==> src/rtl/inst_fetch_pkg.sv <==
// Shared definitions for the fetch front end and controlLogic.
package inst_fetch_pkg;

    typedef enum logic [1:0] {
        FETCH_REQ  = 2'd0,
        FETCH_EXEC = 2'd1,
        FETCH_ERR  = 2'd2
    } fetch_state_t;

    localparam logic [31:0] RESET_PC_DEFAULT = 32'h0000_0000;
    localparam int unsigned TIMEOUT_DEFAULT  = 16;

    // MIPS primary opcodes shared with controlLogic
    localparam logic [5:0] OP_RTYPE = 6'h00;
    localparam logic [5:0] OP_J     = 6'h02;
    localparam logic [5:0] OP_BEQ   = 6'h04;
    localparam logic [5:0] OP_BNE   = 6'h05;
    localparam logic [5:0] OP_ADDI  = 6'h08;
    localparam logic [5:0] OP_ANDI  = 6'h0C;
    localparam logic [5:0] OP_LW    = 6'h23;
    localparam logic [5:0] OP_SW    = 6'h2B;

    function automatic logic [5:0] opcode_of(input logic [31:0] word);
        return word[31:26];
    endfunction

endpackage

==> src/rtl/fetch_timeout_ctr.sv <==
// Counts cycles an instruction fetch has waited for an ack.
module fetch_timeout_ctr #(
    parameter int unsigned TIMEOUT = 16
) (
    input  logic clk,
    input  logic rst,
    input  logic clear,
    input  logic enable,
    output logic expire
);

    logic [7:0] wait_cnt;

    // Wait counter: cleared by reset or a completed handshake, advances while waiting
    always_ff @(posedge clk) begin
        if (rst || clear) begin
            wait_cnt <= '0;
        end else if (enable) begin
            wait_cnt <= wait_cnt + 8'd1;
        end
    end

    assign expire = enable && (wait_cnt == 8'(TIMEOUT - 1));

endmodule

==> src/rtl/inst_fetch.sv <==
// Instruction-fetch front end: owns the PC, fetches via req/ack, holds inst until retired.
module inst_fetch
    import inst_fetch_pkg::*;
#(
    parameter logic [31:0] RESET_PC = RESET_PC_DEFAULT,
    parameter int unsigned TIMEOUT  = TIMEOUT_DEFAULT
) (
    input  logic        clk,
    input  logic        rst,
    output logic        imem_req,
    output logic [31:0] imem_addr,
    input  logic        imem_ack,
    input  logic [31:0] imem_rdata,
    output logic [31:0] inst,
    output logic [31:0] pc,
    output logic        inst_valid,
    input  logic        exec_done,
    input  logic [31:0] next_pc,
    output logic        fetch_err,
    output logic [31:0] retire_cnt
);

    fetch_state_t state_q;
    fetch_state_t state_d;
    logic         handshake;
    logic         wait_en;
    logic         wait_expire;

    assign handshake = imem_req && imem_ack;
    assign wait_en   = (state_q == FETCH_REQ) && !handshake;

    fetch_timeout_ctr #(
        .TIMEOUT (TIMEOUT)
    ) u_timeout (
        .clk    (clk),
        .rst    (rst),
        .clear  (handshake),
        .enable (wait_en),
        .expire (wait_expire)
    );

    // State register
    always_ff @(posedge clk) begin
        if (rst) begin
            state_q <= FETCH_REQ;
        end else begin
            state_q <= state_d;
        end
    end

    // Next-state logic; an ack on the timeout cycle takes priority over the error
    always_comb begin
        state_d = state_q;
        case (state_q)
            FETCH_REQ: begin
                if (handshake) begin
                    state_d = FETCH_EXEC;
                end else if (wait_expire) begin
                    state_d = FETCH_ERR;
                end
            end
            FETCH_EXEC: begin
                if (exec_done) begin
                    state_d = FETCH_REQ;
                end
            end
            FETCH_ERR: state_d = FETCH_ERR;
            default:   state_d = FETCH_REQ;
        endcase
    end

    // Registered outputs, PC and retire counter
    always_ff @(posedge clk) begin
        if (rst) begin
            imem_req   <= 1'b1;
            imem_addr  <= RESET_PC;
            pc         <= RESET_PC;
            inst       <= '0;
            inst_valid <= 1'b0;
            fetch_err  <= 1'b0;
            retire_cnt <= '0;
        end else begin
            case (state_q)
                FETCH_REQ: begin
                    if (handshake) begin
                        inst       <= imem_rdata;
                        inst_valid <= 1'b1;
                        imem_req   <= 1'b0;
                    end else if (wait_expire) begin
                        imem_req  <= 1'b0;
                        fetch_err <= 1'b1;
                    end
                end
                FETCH_EXEC: begin
                    if (exec_done) begin
                        pc         <= next_pc;
                        imem_addr  <= next_pc;
                        imem_req   <= 1'b1;
                        inst_valid <= 1'b0;
                        retire_cnt <= retire_cnt + 32'd1;
                    end
                end
                default: ;
            endcase
        end
    end

endmodule

==> config.mk <==
export PLATFORM = sky130hd
export DESIGN_NAME = inst_fetch
export DESIGN_NICKNAME = d
export VERILOG_FILES = /design/src/rtl/inst_fetch_pkg.sv /design/src/rtl/fetch_timeout_ctr.sv /design/src/rtl/inst_fetch.sv
export SDC_FILE = /design/constraint.sdc
export NUM_CORES = 1
export LEC_CHECK = 0
export ABC_AREA = 0
export CAP_MARGIN = 20
export CORE_MARGIN = 2
export CORE_UTILIZATION = 30
export DETAILED_ROUTE_END_ITERATION = 10
export PLACE_DENSITY = 0.66
export SYNTH_ARGS = -nofsm -noshare
export SYNTH_HDL_FRONTEND = slang
export SYNTH_SLANG_ARGS = --single-unit
==> constraint.sdc <==
create_clock -name clk -period 3.4 [get_ports clk]
set_input_delay 1.02 -clock clk [delete_from_list [all_inputs] [get_ports clk]]
set_output_delay 1.02 -clock clk [all_outputs]
set_load 0.005 [all_outputs]
# Word level (Yosys, flattened, before mapping)
# Index checks and enable logic that the tools add are counted.
# W data, S select, Z words.
# totals
regBits,109
input_bits,68
output_inout_bits,131
elab_cells,41
# classes
addsub,2
n_eq_ne,6
mux,11
bitwise,1
n_reduce_logical,13
# op_table
cell,n
$add A32 B1 Y32 const B,1
$reduce_and A3 Y1,3
$add A8 B1 Y8 const B,1
$eq A8 B4 Y1 const B,1
$mux W2,3
$pmux W2 S3,1
$reduce_and A2 Y1,3
$mux W1,5
$ne A2 B2 Y1 const B,2
$pmux W1 S2,2
$logic_and A1 B1 Y1,3
$ne A3 B2 Y1 const B,1
$eq A2 B1 Y1 const B,1
$eq A2 B2 Y1 const B,1
$logic_not A2 Y1,1
$reduce_bool A2 Y1,1
$logic_not A1 Y1,1
$logic_or A1 B1 Y1,1
$not A1 Y1,1

# Longest topological paths before layout
# logic_depth
word_depth,7
mapped_depth,6
mapped_depth_nobuf,5

# Modules after synthesis
# Synthesis repeated with hierarchy kept, for this count alone.
# hier_totals
hier_cells,557
hier_area_um2,4516.8
# by_module_without_submodules
module,instances,cells_each,area_each_um2,seq_area_each_um2
inst_fetch,1,518,4160.2,2021.9
fetch_timeout_ctr,1,39,356.6,160.2

# Least setup slack after synthesis
# No wires, ideal clock.
# synth_path
path_type,input -> register
startpoint,input port exec_done
endpoint,register retire_cnt[26]
setup_ns,0.121
arrival_ns,2.298
required_ns,3.279
path_slack_ns,0.981
stages,5
n_path_buf,1
cell_sequence,nand4b_1 > or4_4 > buf_6 > nor3_1 > mux2_2
# synth_via
elab_chain_len,1
# synth_rtl
element,line_no,source
"start, declared",inst_fetch.sv:17,"input logic exec_done,"
$reduce_and A2 Y1 (no source line),n/a,
"end signal, assigned",inst_fetch.sv:100,retire_cnt <= retire_cnt + 32'd1;
"end, declared",inst_fetch.sv:20,output logic [31:0] retire_cnt
# Every way passes these cells.
# A chain may end at the register's enable or synchronous reset.

# Worst setup path after layout
# layout_path
startpoint,input port exec_done
endpoint,register retire_cnt[21]
# The elaborated chain is that of the path after synthesis.

==> metrics <==
crit path launch=exec_done; cell area power density=452 nW/µm²; worst reg2reg setup slack=roughly 1200 ps; Num CTS Buffers=9; largest net degree at the start of global routing=62; CTS Sinks=109; PortBufs=about 200; max-cap viol count=0; Fin Setup TNS=0 ps; register area share after synthesis=approximately half; fin nets=779; CP Capture Point=retire_cnt[21]; Fin Hold WS=459 ps; Register Area=2180 µm²; max-slew violations=0; commonest non-fill, non-tap cells in the layout=197 x clkdlybuf4s50_1, 141 x nand2_1, 109 x dfxtp_1; Antenna diodes=0; static leakage=2.29 nW; P&R area growth vs syn=49.5%; status=complete, no violations; antenna-violating nets left=0; number of global-route vias before repair=4203; via/cell ratio=around 4.8; Die Area=16000 µm²; drt drc=0; ranking of synthesized cells by area=dfxtp_1 48%, nand2_1 12%, a21oi_1 9.0%; Crit. End Element=flop; first-pass GRT wire length=~20000 µm; WL per Instance=14.0 µm; post-route minimum period=2790 ps; Layout fillers=about 1400; Seq cells post-synth=about 110; final WL=roughly 13000 µm; crit path launch type=input port; Post-synth EDFFs=0; Setup Viol. Count Final=0; Cells after Synth=554; Detail Placement HPWL=roughly 9000 µm; hold_buf cts=0; cell row count=44; RSZ-0062 raised after global routing=false; initial antenna violation count=0; area occupied by multi-input gates=1940 µm²; Die H=127 µm; Chip Width=approximately 130 µm; Critical Path Fanout Max=14; CTS Buffer Depth=2; worst-margin pin slew=991 ps; # resized after CTS=0; max incr delay on CP=740 ps; Worst R2R Start=retire_cnt[16]; layout cells sized above 1=5.32%; postcts setup bufs=0; Slew headroom=33.4%; Post-Syn Nets=~620; slowest cell on the critical path=or4_1; worst path cell trace=clkdlybuf4s50_1 -> nand3b_1 -> or4_1 -> nor4_1 -> mux2_2; DP Cell Count=882; Arr. time, crit path=3040 ps; Core Area=14600 µm²; max frequency=358 MHz; Clock transition at path regs=80 ps; critical path type=in -> reg; Worst IR Drop VDD=0.300 mV; share of the synthesized area in the top cell type=48.4%; critical path required time=3650 ps; initial core utilization=a little under a third; Worst R2R End=retire_cnt[25]; CTS tree=yes; Final Cycle Share=82.2%; Netlist Area Pre-Place=4510 µm²; YS warnings=0; clk root buf=clkbuf_16; drt pass-1 iters=4; Worst-Skew Late Latency=~360 ps; Placer Congestion=0.790; # IOs=~200; synthesized area per cell=8.14 µm²; post-synth cell types=40; Worst Reg2Reg Path Length in Cells=4; global route overflow=0; Tot Pwr=3.05 mW; via count=4303; first-iteration detailed-routing DRC count=200; main flop type after synthesis=dfxtp_1; Hold Vio Cnt, Final=0; Total GRT Usage=between 15 and 20%; commonest non-fill, non-tap cell in the layout=clkdlybuf4s50_1; ys async rst share=0%; Layout Skew=7.15 ps; H-tree depth=3; fin cells=898; Final Util=a little under half; min-delay worst type=reg -> reg; post-synth top area cell=dfxtp_1
registers in the layout, indices dropped and copies added (netlist names):
name	cells
inst	32
pc	32
retire_cnt	32
u_timeout.wait_cnt	8
state_q	2
fetch_err	1
imem_req	1
inst_valid	1
cell usage after synthesis, types with 2 or more instances:
cell      instances
xnor2_1           7
nand2_1         141
dfxtp_1         109
nand4_1          10
buf_1             9
a21oi_1          81
and4_1            2
nor2b_1           9
o31ai_1           5
mux2_2            9
o21ai_0           8
inv_1             7
nor4_1            6
xor2_1            9
clkbuf_1         20
or4_1             7
nor3_1            6
and3_1            3
nand3_1          17
buf_4            32
or3_1             8
and2_1            3
ha_1              2
nor2_1           28
power by group:
part	switching (mW)	total, mW	internal (mW)
Combinational	0.227	0.516	0.288
Sequential	0.0570	1.41	1.35
Clock	0.481	1.13	0.645
kinds of logic after synthesis:
logic type	synth area share [%]
AND/OR/NAND/NOR	25.2
flip-flops	48.4
AO/OA/AOI/OAI	11.9
buffers and inverters	8.68
XOR/XNOR	3.11
multiplexers	2.25
adder cells (fa/ha/maj)	0.555
critical path, delay by kind of cell:
kind | cells | cell delay [ps]
and+or+nand+nor | 3 | 1140
buffers and inverters | 1 | 510
muxes | 1 | 380
per-layer routing:
layer,part of all wire [%],up-vias,track usage [%]
li1,-,2140,-
met1,41,1983,17.6
met2,48,167,26.3
met3,9.8,13,6.96
met4,1.5,0,5.43
met5,0,-,0
worst min-delay path by stage:
stage	startpoint	endpoint	slack [ps]	depth (start not counted)
finish	inst_valid	inst_valid	460	2
global route	inst[12]	inst[12]	470	2
CTS	inst[12]	inst[12]	460	2
detailed placement	inst[12]	inst[12]	450	2
global placement	inst[6]	inst[6]	440	2
floorplan	inst[0]	inst[0]	450	2
final cells by class:
type,instances,area share (%)
clock inverter,6,1.30
clock buffer,10,3.40
inverter,7,0.390
timing repair buffer,207,30.4
sequential,109,32.4
tap,184,3.41
multi-input combinational,375,28.8
metrics by stage:
step | area [µm²] | setup slack [ps]
finish | 6740 | 607
global route | 6740 | 502
CTS | 6740 | 621
detailed placement | 6430 | 221
global placement | 6430 | 288
floorplan | 4510 | 981
Note: power is estimated with default switching activity, not from simulation.
